### config.mk
export PLATFORM = sky130hd
export DESIGN_NAME = serial_tx
export DESIGN_NICKNAME = d
export VERILOG_FILES = /design/src/rtl/serial_pkg.sv /design/src/rtl/serial_tx_bit_timer.sv /design/src/rtl/serial_tx.sv
export SDC_FILE = /design/constraint.sdc
export NUM_CORES = 1
export LEC_CHECK = 0
export ABC_AREA = 1
export CAP_MARGIN = 25
export CORE_MARGIN = 2
export CORE_UTILIZATION = 47
export DETAILED_ROUTE_END_ITERATION = 6
export PLACE_DENSITY = 0.69
export SLEW_MARGIN = 20
export SYNTH_ARGS = -nofsm -noshare
export SYNTH_HDL_FRONTEND = slang
export SYNTH_SLANG_ARGS = --single-unit
export TNS_END_PERCENT = 100
### constraint.sdc
create_clock -name clk -period 2.55 [get_ports clk]
set_input_delay 0.3825 -clock clk [delete_from_list [all_inputs] [get_ports clk]]
set_output_delay 0.3825 -clock clk [all_outputs]
set_load 0.01 [all_outputs]
### src/rtl/serial_pkg.sv
// Shared definitions for the single-bit serial link (transmitter and receiver).
// Holds the frame state encoding, the line levels and default frame geometry.
package serial_pkg;

    typedef enum logic [2:0] {
        ST_IDLE   = 3'd0,
        ST_START  = 3'd1,
        ST_DATA   = 3'd2,
        ST_PARITY = 3'd3,
        ST_STOP   = 3'd4
    } state_t;

    localparam logic IDLE_LVL  = 1'b1;
    localparam logic START_LVL = 1'b0;

    localparam int DEFAULT_DATA_W       = 8;
    localparam int DEFAULT_CLKS_PER_BIT = 4;

endpackage

### src/rtl/serial_tx_bit_timer.sv
// bit_timer: divides clk into serial bit periods.
// Ports:
//   clk       - system clock
//   rst       - asynchronous active-high reset
//   clr_i     - synchronous clear, held while the transmitter is idle
//   bit_end_o - high in the last cycle of every bit period
module bit_timer
    import serial_pkg::*;
#(
    parameter int CLKS_PER_BIT = DEFAULT_CLKS_PER_BIT
) (
    input  logic clk,
    input  logic rst,
    input  logic clr_i,
    output logic bit_end_o
);

    localparam int CW = (CLKS_PER_BIT > 1) ? $clog2(CLKS_PER_BIT) : 1;
    localparam logic [CW-1:0] LAST = CW'(CLKS_PER_BIT - 1);

    logic [CW-1:0] cnt_q;

    always_ff @(posedge clk or posedge rst) begin
        if (rst) begin
            cnt_q <= '0;
        end else if (clr_i || (cnt_q == LAST)) begin
            cnt_q <= '0;
        end else begin
            cnt_q <= cnt_q + 1'b1;
        end
    end

    // Suppressed while cleared so an idle transmitter never sees a stray boundary.
    assign bit_end_o = (cnt_q == LAST) && !clr_i;

endmodule

### src/rtl/serial_tx.sv
// serial_tx: parallel-to-serial frame transmitter.
// Frame: start bit (0), DATA_W data bits LSB first, optional even parity,
// stop bit (1). Each bit is held for CLKS_PER_BIT clocks.
// Ports:
//   clk     - system clock, rising edge
//   rst     - asynchronous active-high reset
//   data_in - word to send, captured on the valid&&ready edge
//   valid   - requester has a word on data_in
//   ready   - transmitter idle, able to accept a word
//   tx      - serial line, idles high
//   done    - one-cycle pulse when the stop bit completes
module serial_tx
    import serial_pkg::*;
#(
    parameter int DATA_W       = DEFAULT_DATA_W,
    parameter int CLKS_PER_BIT = DEFAULT_CLKS_PER_BIT,
    parameter int PARITY_EN    = 0
) (
    input  logic              clk,
    input  logic              rst,
    input  logic [DATA_W-1:0] data_in,
    input  logic              valid,
    output logic              ready,
    output logic              tx,
    output logic              done
);

    localparam int BCW = $clog2(DATA_W + 1);
    localparam logic [BCW-1:0] LAST_BIT = BCW'(DATA_W - 1);

    state_t            state_q;
    logic [DATA_W-1:0] shift_q;
    logic [DATA_W-1:0] shift_nx;
    logic [BCW-1:0]    bit_cnt_q;
    logic              par_q;
    logic              tx_q;
    logic              ready_q;
    logic              done_q;
    logic              bit_end;

    bit_timer #(
        .CLKS_PER_BIT (CLKS_PER_BIT)
    ) u_bit_timer (
        .clk       (clk),
        .rst       (rst),
        .clr_i     (state_q == ST_IDLE),
        .bit_end_o (bit_end)
    );

    assign shift_nx = shift_q >> 1;

    // tx is loaded one edge ahead with the level of the bit being entered,
    // so the line is registered yet aligned with the state.
    always_ff @(posedge clk or posedge rst) begin
        if (rst) begin
            state_q   <= ST_IDLE;
            shift_q   <= '0;
            bit_cnt_q <= '0;
            par_q     <= 1'b0;
            tx_q      <= IDLE_LVL;
            ready_q   <= 1'b1;
            done_q    <= 1'b0;
        end else begin
            done_q <= 1'b0;
            case (state_q)
                ST_IDLE: begin
                    if (valid && ready_q) begin
                        shift_q   <= data_in;
                        par_q     <= ^data_in;
                        bit_cnt_q <= '0;
                        tx_q      <= START_LVL;
                        ready_q   <= 1'b0;
                        state_q   <= ST_START;
                    end
                end
                ST_START: begin
                    if (bit_end) begin
                        tx_q    <= shift_q[0];
                        state_q <= ST_DATA;
                    end
                end
                ST_DATA: begin
                    if (bit_end) begin
                        if (bit_cnt_q == LAST_BIT) begin
                            bit_cnt_q <= '0;
                            if (PARITY_EN != 0) begin
                                tx_q    <= par_q;
                                state_q <= ST_PARITY;
                            end else begin
                                tx_q    <= IDLE_LVL;
                                state_q <= ST_STOP;
                            end
                        end else begin
                            shift_q   <= shift_nx;
                            tx_q      <= shift_nx[0];
                            bit_cnt_q <= bit_cnt_q + 1'b1;
                        end
                    end
                end
                ST_PARITY: begin
                    if (bit_end) begin
                        tx_q    <= IDLE_LVL;
                        state_q <= ST_STOP;
                    end
                end
                ST_STOP: begin
                    if (bit_end) begin
                        ready_q <= 1'b1;
                        done_q  <= 1'b1;
                        state_q <= ST_IDLE;
                    end
                end
                default: begin
                    tx_q    <= IDLE_LVL;
                    ready_q <= 1'b1;
                    state_q <= ST_IDLE;
                end
            endcase
        end
    end

    assign ready = ready_q;
    assign tx    = tx_q;
    assign done  = done_q;

endmodule

==> summary.md, run 1 <==
| Metric | Value |
|---|---|
| Non-filler cells, final | `198` |
| Crit end category | `output port` |
| Root Buffer | `clkbuf_4` |
| Tightest Pin Transition | `0.745 ns` |
| Largest area contributor in the netlist | `dfrtp_1` |
| Placed cells | `194` |
| Congestion Overflow GR | `0` |
| PortBufs | `13` |
| Sw Share | `48.0%` |
| Post-CTS setup buffer count | `0` |
| Synthesized area | `0.00114 sq mm` |
| Max stage delay cell, worst path | `dfstp_2` |
| Unrepaired setup endpoints after global routing | `no` |
| Post-synthesis sequential area ratio | `44.1%` |
| Int Pwr | `827 uW` |
| Clk_skew | `0.00885 ns` |
| Post-CTS resize count | `0` |
| Worst Path Buf+Inv | `1` |
| Initial antenna violation count | `0` |
| Layout cells sized above 1 | `15.3%` |
| Share of synthesized registers carrying an async set or reset | `100%` |
| Final setup TNS | `0 ns` |
| Critical Path RT | `2.17 ns` |
| Final min period | `1.75 ns` |
| Ys Warns | `0` |
| Sequential power share | `33.9%` |
| Worst skew pair latency | `0.30 ns` |
| CP Launch Type | `register` |
| Power Density | `1190 mW/mm^2` |
| Die area | `0.00284 sq mm` |
| Combinational power share | `54.6%` |
| Cell variety after synth | `22` |
| Fin. max-slew vios | `0` |
| Top cells by area, synth | `dfrtp_1, nand2_1, nand3_1` |
| Gpl congestion | `0.838` |
| Hold-fix buffers, CTS | `0` |
| DRT iter0 DRCs | `27` |
| Max-slew headroom | `50.3%` |
| CTS max path bufs | `2` |
| Top Family by Delay on Critical Path | `flip-flops` |
| Synthesized area per cell | `7.41 sq um` |
| Hpwl dp | `1630 microns` |
| Antenna Violating Nets Remaining | `0` |
| # diodes | `0` |
| Via count | `999` |
| Post-Route WL | `2200 microns` |
| Vias in the first global route | `886` |
| Cell area after layout | `0.00134 sq mm` |
| Critical Path Fanout Max | `3` |
| F_max | `570 MHz` |
| Share of the clock period used by the worst path | `68.8%` |
| DRT Pass-1 Iters | `4` |
| Initial Utilization | `50.6%` |
| Row count | `17` |
| Tightest Hold Check Type | `reg2reg` |
| Largest net degree at the start of global routing | `21` |
| DIE WIDTH | `53.3 microns` |
| Core Region | `0.00225 sq mm` |
| Layout fillers | `215` |
| Primary FF master, synth | `dfrtp_1` |
| LEAKAGE | `0.689 nW` |
| Clock Sinks | `20` |
| Synthesized net count | `167` |
| Hold Slack | `0.458 ns` |
| Hold Vio Cnt, Final | `0` |
| Reg clk slew, reported paths | `0.11 ns` |
| Setup CP Type | `reg2out` |
| DR vias/cell | `5.05` |
| Die height | `53.3 microns` |
| Setup Viol. Count Final | `0` |
| Gr usage total | `18.9%` |
| Area grow syn2layout | `17.0%` |
| Syn Inst Count | `154` |
| Most common cell in the netlist | `nand2_1` |
| Max VDD drop | `0.000588 V` |
| Area share of the leading cell type in the synthesized netlist | `39.5%` |
| Critical path arrival | `1.37 ns` |
| Wire per inst | `11.1 microns` |
| Worst path cell trace | `clkdlybuf4s50_1` |
| Post-synth EDFFs | `0` |
| DP Area | `0.00130 sq mm` |
| TritonCTS Buffers | `3` |
| H-tree levels | `1` |
| Number of max-cap violations | `0` |
| Top cells by count, synth | `nand2_1, dfrtp_1, nand3_1` |
| Status | `completed` |
| Drc violations | `0` |
| First-pass GRT wire length | `3860 microns` |
| Psw | `764 uW` |
| IO Count | `14` |
| Final #Nets | `184` |
| Flop and latch count out of synthesis | `20` |
| CTS tree | `done` |
| Clock share of power | `11.6%` |
| Largest stage delay on the critical path | `0.55 ns` |
==> logic make-up (layout without fill, tap and decap cells) <==
| family | after synthesis | count (layout) | share of synthesized area [%] |
|---|---|---|---|
| adders and majority gates | 2 | 2 | 2.19 |
| DFF | 20 | 20 | 44.1 |
| buffers and inverters | 15 | 31 | 5.48 |
| and+or+nand+nor | 105 | 105 | 43.0 |
| AOI/OAI and AO/OA | 12 | 12 | 5.26 |
==> cell type report <==
type,instances,area [sq um],share of cell area (%)
Multi-Input combinational cell,119,576,43.1
Clock buffer,4,36.3,2.72
Tap cell,28,35.0,2.62
Sequential cell,20,503,37.7
Inverter,14,55.1,4.12
Timing Repair Buffer,13,130,9.75
==> placed cells by master, fill, tap and decap left out, drive strengths merged <==
cell type,instances
dfrtp,18
ha,2
and3,1
a21oi,1
dfstp,2
nor3b,1
inv,14
nand4,2
nor2,15
nand3,20
nor3,2
nand2,64
clkdlybuf4s50,13
o21ai,11
clkbuf,4
==> metrics by stage <==
step / util, % / setup WS [ns] / power, mW
final: 59.2 / 0.796 / 1.59
after global routing: 59.2 / 0.745 / 1.76
after global placement: 57.6 / 0.985 / 1.39
after floorplan: - / 1.26 / 1.21
after CTS: 59.2 / 0.783 / 1.60
after detailed placement: 57.6 / 0.970 / 1.41
==> metal layers <==
layer,track usage [%],vias up,wire length [microns]
met3,2.54,4,80
met2,28.2,19,988
met1,26.7,454,1100
li1,-,522,-
met4,8.97,0,34
met5,0,-,0
==> sequential cells by signal, indices dropped and copies added (netlist names) <==
signal,cells
state_q,3
u_bit_timer.cnt_q,2
ready,1
done,1
shift_q,8
bit_cnt_q,4
tx,1
==> power groups by stage <==
stage          sequential (mW)  clock, mW  combinational [mW]
3_3_place_gp             0.544          0               0.849
6_report                 0.539      0.184               0.868
2_1_floorplan            0.534          0               0.675
3_5_place_dp             0.546          0               0.868
4_1_cts                  0.538      0.190               0.872
5_1_grt                  0.561      0.200               0.996
==> final timing paths <==
check / start / endpoint / slack, ns / cells past startpoint
max in group asynchronous: rst / shift_q[7] / 1.59 / 2
min reg2reg: u_bit_timer.cnt_q[0] / u_bit_timer.cnt_q[0] / 0.46 / 1
min: u_bit_timer.cnt_q[0] / u_bit_timer.cnt_q[0] / 0.46 / 1
min in group asynchronous: rst / bit_cnt_q[3] / 0.49 / 2
max reg2reg: state_q[0] / shift_q[3] / 1.00 / 6
max: ready / ready / 0.80 / 1
Note: power is estimated with default switching activity, not from simulation.
==> inputs of run 2 (changes only) <==
Clock period 2.55 ns to 1.7 ns, I/O delays scaled along.
==> summary.md, run 2 (synthesis results as in run 1) <==
| Metric | Value |
|---|---|
| LEAKAGE | `0.698 nW (+1.3%)` |
| Die area | `0.00284 sq mm (unchanged)` |
| Clock Sinks | `20 (unchanged)` |
| Initial Utilization | `50.6% (unchanged)` |
| Commonest non-fill, non-tap cell in the layout | `nand2_1` |
| Reg clk slew, reported paths | `0.12 ns (about the same)` |
| DRT Pass-1 Iters | `4 (unchanged)` |
| Post-CTS resize count | `0 (unchanged)` |
| Antenna Violating Nets Remaining | `0 (unchanged)` |
| Place WS | `0.233 ns (-0.738 ns)` |
| CP Launch Type | `register` |
| Layout cells sized above 1 | `16.3% (+0.98 points)` |
| Vias in the first global route | `937 (+5.8%)` |
| DIE WIDTH | `53.3 microns (unchanged)` |
| Final worst slack | `0.0661 ns (-0.730 ns)` |
| Crit end category | `output port` |
| Max-slew headroom | `81.8% (+32 points)` |
| Clk_skew | `0.00682 ns (-0.00202 ns)` |
| Most frequent cells in the layout | `nand2_1, nand3_1, dfrtp_1, clkdlybuf4s50_1, o21ai_0` |
| Final min period | `1.63 ns` |
| DR vias/cell | `5.15 (+2.0%)` |
| Setup Viol. Count Final | `0 (unchanged)` |
| Unrepaired setup endpoints after global routing | `no` |
| Hold-fix buffers, CTS | `0 (unchanged)` |
| Critical Path Fanout Max | `3 (unchanged)` |
| Largest stage delay on the critical path | `0.56 ns (about the same)` |
| GR Util met3 | `2.54% (unchanged)` |
| Core Region | `0.00225 sq mm (unchanged)` |
| CTS max path bufs | `2 (unchanged)` |
| Area grow syn2layout | `18.3%` |
| Worst path cell trace | `clkdlybuf4s50_1` |
| Largest net degree at the start of global routing | `21 (unchanged)` |
| IO Count | `14 (unchanged)` |
| Largest regs | `shift_q x8, bit_cnt_q x4, state_q x3` |
| Congestion Overflow GR | `0 (unchanged)` |
| Max VDD drop | `0.00111 V (+89%)` |
| Post-CTS setup buffer count | `0 (unchanged)` |
| Top reg by flops | `shift_q` |
| Top Family by Delay on Critical Path | `flip-flops` |
| Worst Path Buf+Inv | `1 (unchanged)` |
| F_max | `612 MHz` |
| Row count | `17 (unchanged)` |
| M2 GR Usage | `32.3% (+4.1 points)` |
| Tightest Hold Check Type | `in2async` |
| PortBufs | `13 (unchanged)` |
| Tightest Pin Transition | `0.272 ns (-0.473 ns)` |
| Total power | `2.42 mW (+52%)` |
| Critical path arrival | `1.38 ns (about the same)` |
| Number of max-cap violations | `0 (unchanged)` |
| Gr usage total | `19.1% (+0.22 points)` |
| Share of the clock period used by the worst path | `96.1%` |
| Die height | `53.3 microns (unchanged)` |
| Fin. max-slew vios | `0 (unchanged)` |
| Hold Vio Cnt, Final | `0 (unchanged)` |
| Critical Path RT | `1.44 ns (-0.73 ns)` |
| CTS tree | `done` |
| Hpwl dp | `1710 microns (+4.7%)` |
| Layout fillers | `219 (+1.9%)` |
| Status | `completed` |
| Post-Route WL | `2300 microns (+4.5%)` |
| Largest register FFs | `8 (unchanged)` |
| # diodes | `0 (unchanged)` |
| Gpl congestion | `0.824 (-1.7%)` |
| DRT iter0 DRCs | `23 (-15%)` |
| H-tree levels | `1 (unchanged)` |
| First-pass GRT wire length | `3940 microns (+1.9%)` |
| Final setup TNS | `0 ns (unchanged)` |
| GR peak layer | `met2` |
| GR Util met1 | `24.9% (-1.8 points)` |
| Via count | `1,029 (+3.0%)` |
| Setup CP Type | `reg2out` |
| TritonCTS Buffers | `3 (unchanged)` |
| Final #Nets | `186 (+1.1%)` |
| Drc violations | `0 (unchanged)` |
| Worst skew pair latency | `0.30 ns (about the same)` |
| Root Buffer | `clkbuf_4` |
| Initial antenna violation count | `0 (unchanged)` |
| Wire per inst | `11.5 microns (+3.4%)` |
| Max stage delay cell, worst path | `dfstp_2` |
| Power Density | `1790 mW/mm^2 (+50%)` |
[run 2: metrics by stage]
stage | cells | hold slack (ns) | util (%) | area [sq um]
6_report | 200 | 0.265 | 59.9 | 1350
5_1_grt | 200 | 0.300 | 59.9 | 1350
4_1_cts | 200 | 0.280 | 59.9 | 1350
3_5_place_dp | 196 | 0.469 | 58.3 | 1310
3_3_place_gp | 196 | 0.430 | 58.3 | 1310
2_1_floorplan | 154 | 0.217 | - | 1140
[run 2: worst reg2reg max path: cells and delay by family (launching register included)]
family                   cells  cell delay, ns
AND/OR/NAND/NOR              7            0.79
flip-flops                   1            0.44
adder cells (fa/ha/maj)      1            0.21
[run 2: cell type report]
| cell class | instances | area (sq um) | share of cell area, % |
|---|---|---|---|
| inverter | 14 | 55.1 | 4.08 |
| tap | 28 | 35.0 | 2.60 |
| sequential | 20 | 503 | 37.3 |
| timing repair buffer | 15 | 145 | 10.8 |
| multi-input combinational | 119 | 576 | 42.6 |
| clock buffer | 4 | 36.3 | 2.69 |
[run 2: worst paths after layout]
kind / start / to / slack [ns] / cells past startpoint
worst max-delay path: ready / ready / 0.07 / 1
worst min-delay path: rst / done / 0.26 / 3
worst max register to register: bit_cnt_q[0] / state_q[0] / 0.17 / 8
worst min register to register: tx / tx / 0.49 / 2
max in group asynchronous: rst / tx / 1.16 / 3
min in group clk: tx / tx / 0.49 / 2
[run 2: layer usage]
metal / vias to the layer above / routed length (microns)
met5: - / 0
met3: 2 / 62
met1: 483 / 1140
met4: 0 / 17
met2: 13 / 1080
li1: 531 / -
[run 2: power by group]
| part | internal (mW) | total [mW] | switching [mW] | leakage [nW] |
|---|---|---|---|---|
| combinational | 0.446 | 1.33 | 0.879 | 0.422 |
| clock | 0.130 | 0.280 | 0.149 | 0.0210 |
| sequential | 0.676 | 0.815 | 0.140 | 0.255 |
| total | 1.25 | 2.42 | 1.17 | 0.698 |
==> inputs of run 3 (changes only) <==
Settings changed: CAP_MARGIN 25 to 20, SETUP_SLACK_MARGIN set to 0.02.
==> results of run 3 <==
No change in the layout: final DEF, timing and power equal those of run 2.
==> edit: new RTL, settings of run 2 <==
Compare `bit_cnt_q` against `LAST_BIT` with >= in place of ==.
--- a/src/rtl/serial_tx.sv
+++ b/src/rtl/serial_tx.sv
@@ -81,7 +81,7 @@
                 end
                 ST_DATA: begin
                     if (bit_end) begin
-                        if (bit_cnt_q == LAST_BIT) begin
+                        if (bit_cnt_q >= LAST_BIT) begin
                             bit_cnt_q <= '0;
                             if (PARITY_EN != 0) begin
                                 tx_q    <= par_q;
Formal check against the unedited RTL: same outputs for any inputs over 10 cycles, from zero or initial values and one cycle with rst high; that may be too few to reach the edited logic, so the function may still have changed.
==> edit against run 2 <==
- global-route usage decreased by 0.97 points
- design area is 0.19% lower
- synthesized area up 2.5%
- sequential cell count is the same
- worst setup slack worse by 0.79 ps
- die area rose by 2.3%
- final cell count is 4.5% lower
- routed wire length down 6.8%
Power is left out: it rests on default switching activity, and per cell area and clock period it moved more than threefold.
==> edit: results (changes against run 2) <==
initial antenna violation count 0 (unchanged); worst slew pin tran 418 ps (+146 ps); Post-Place Worst Slack 204 ps (-28.4 ps); largest cells by area after synthesis dfrtp_1, nand2_1, nand3_1; Routed WL 2140 um (-6.8%); IO Port Bufs 13 (unchanged); run status finished clean; worst skew pair latency about 290 ps; most used flip-flop cell after synthesis dfrtp_1; syn_nets 159 (-4.8%); biggest regs shift_q x8, bit_cnt_q x4, state_q x3; Vias 962 (-6.5%); synth warn 0 (unchanged); Worst Path Arrival 1380 ps (about the same); HP Class in -> async; Slowest cell on crit path dfstp_2; post-CTS setup buffer count 0 (unchanged); critical-path maximum fanout 3 (unchanged); GPL Wtd Cong 0.776 (-5.8%); top cells by count, synth nand2_1, dfrtp_1, nand3_1, inv_1, nor2_1; count of different cell masters after synthesis 26 (+18%); Post-CTS Resized 0 (unchanged); htree depth 1 (unchanged); Nets 175 (-5.9%); DP Area 0.00131 mm2 (-0.19%); gr usage total 0.181 (-0.00971); drt initial violations 17 (-26%); Clock Tree Buf Depth 2 (unchanged); top cell type's share of synthesized area 0.385 (-0.00971); Worst-path clk slew ~110 ps; async set-or-reset flop fraction in the synthesized netlist 1.00 (unchanged); Register-to-Register Path Depth 9 (+1); Root Driver clkbuf_4; CTS Buf Count 3 (unchanged); Crit path largest cell delay 560 ps (about the same); Final Skew 0.771 ps (-6.05 ps); sequential cell area fraction in the yosys report 0.430 (-0.0108); antenna cells 0 (unchanged); vias in the first global route 886 (-5.4%); CP top delay family flip-flops; first-pass iteration count of the detailed router 4 (unchanged); largest net degree at the start of global routing 21 (unchanged); first-pass GRT wire length 3770 um (-4.2%); layout cells sized above 1 0.124 (-0.0386); post-DP HPWL 1670 um (-2.5%)
## edit: changes by cell type after synthesis, moves of 2 or more
cell     delta
nand2_1     +7
nor2_2      -6
o21ai_0     -5
nand3_1     -4
buf_6       +3
inv_2       -3
nand2_2     -3
nand2_8     +2
## edit: worst paths after layout
path / startpoint / endpoint / slack, ps
max in group asynchronous: rst / tx$_DFFE_PP1P_ / 1170
worst max-delay path: ready$_DFFE_PP1P_ / ready / 70
worst min-delay path: rst / bit_cnt_q[3]$_DFFE_PP0P_ / 270
min in group clk: u_bit_timer.cnt_q[0]$_DFF_PP0_ / u_bit_timer.cnt_q[0]$_DFF_PP0_ / 460
worst max register to register: bit_cnt_q[0]$_DFFE_PP0P_ / shift_q[4]$_DFFE_PP0P_ / 290
worst min register to register: u_bit_timer.cnt_q[0]$_DFF_PP0_ / u_bit_timer.cnt_q[0]$_DFF_PP0_ / 460
## edit: metrics by stage
stage	utilization	std cells	hold slack, ps
global placement	0.544	187	428
floorplan	-	146	217
finish	0.559	191	266
CTS	0.559	191	271
global route	0.559	191	303
detailed placement	0.544	187	444
## edit: cell type report
type	count	area, um2
multi-input cells	112	582
flip-flops and latches	20	503
clock buffers	4	36.3
fillers	224	1060
inverters	11	51.3
repair buffers	14	138
well taps	30	37.5
## edit: cell families (layout without fill, tap and decap cells)
family / Yosys count / after routing / synth area share
flip-flops: 20 / 20 / 0.430
AND/OR/NAND/NOR: 101 / 101 / 0.435
buffers and inverters: 14 / 29 / 0.0727
AO/OA/AOI/OAI: 9 / 9 / 0.0406
adder cells (fa/ha/maj): 2 / 2 / 0.0214
## edit: metal layers
metal	global-route usage	part of all wire	vias up	wire (um)
met5	0	0	-	0
met4	0.0855	0.0056	0	12
met3	0.0250	0.037	2	79
met2	0.309	0.47	15	1020
met1	0.225	0.48	448	1030
li1	-	-	497	-
## edit: worst min-delay path, stage by stage
cell,delay [ps]
clkdlybuf4s50_1,390
inv_1,50
buf_4,260
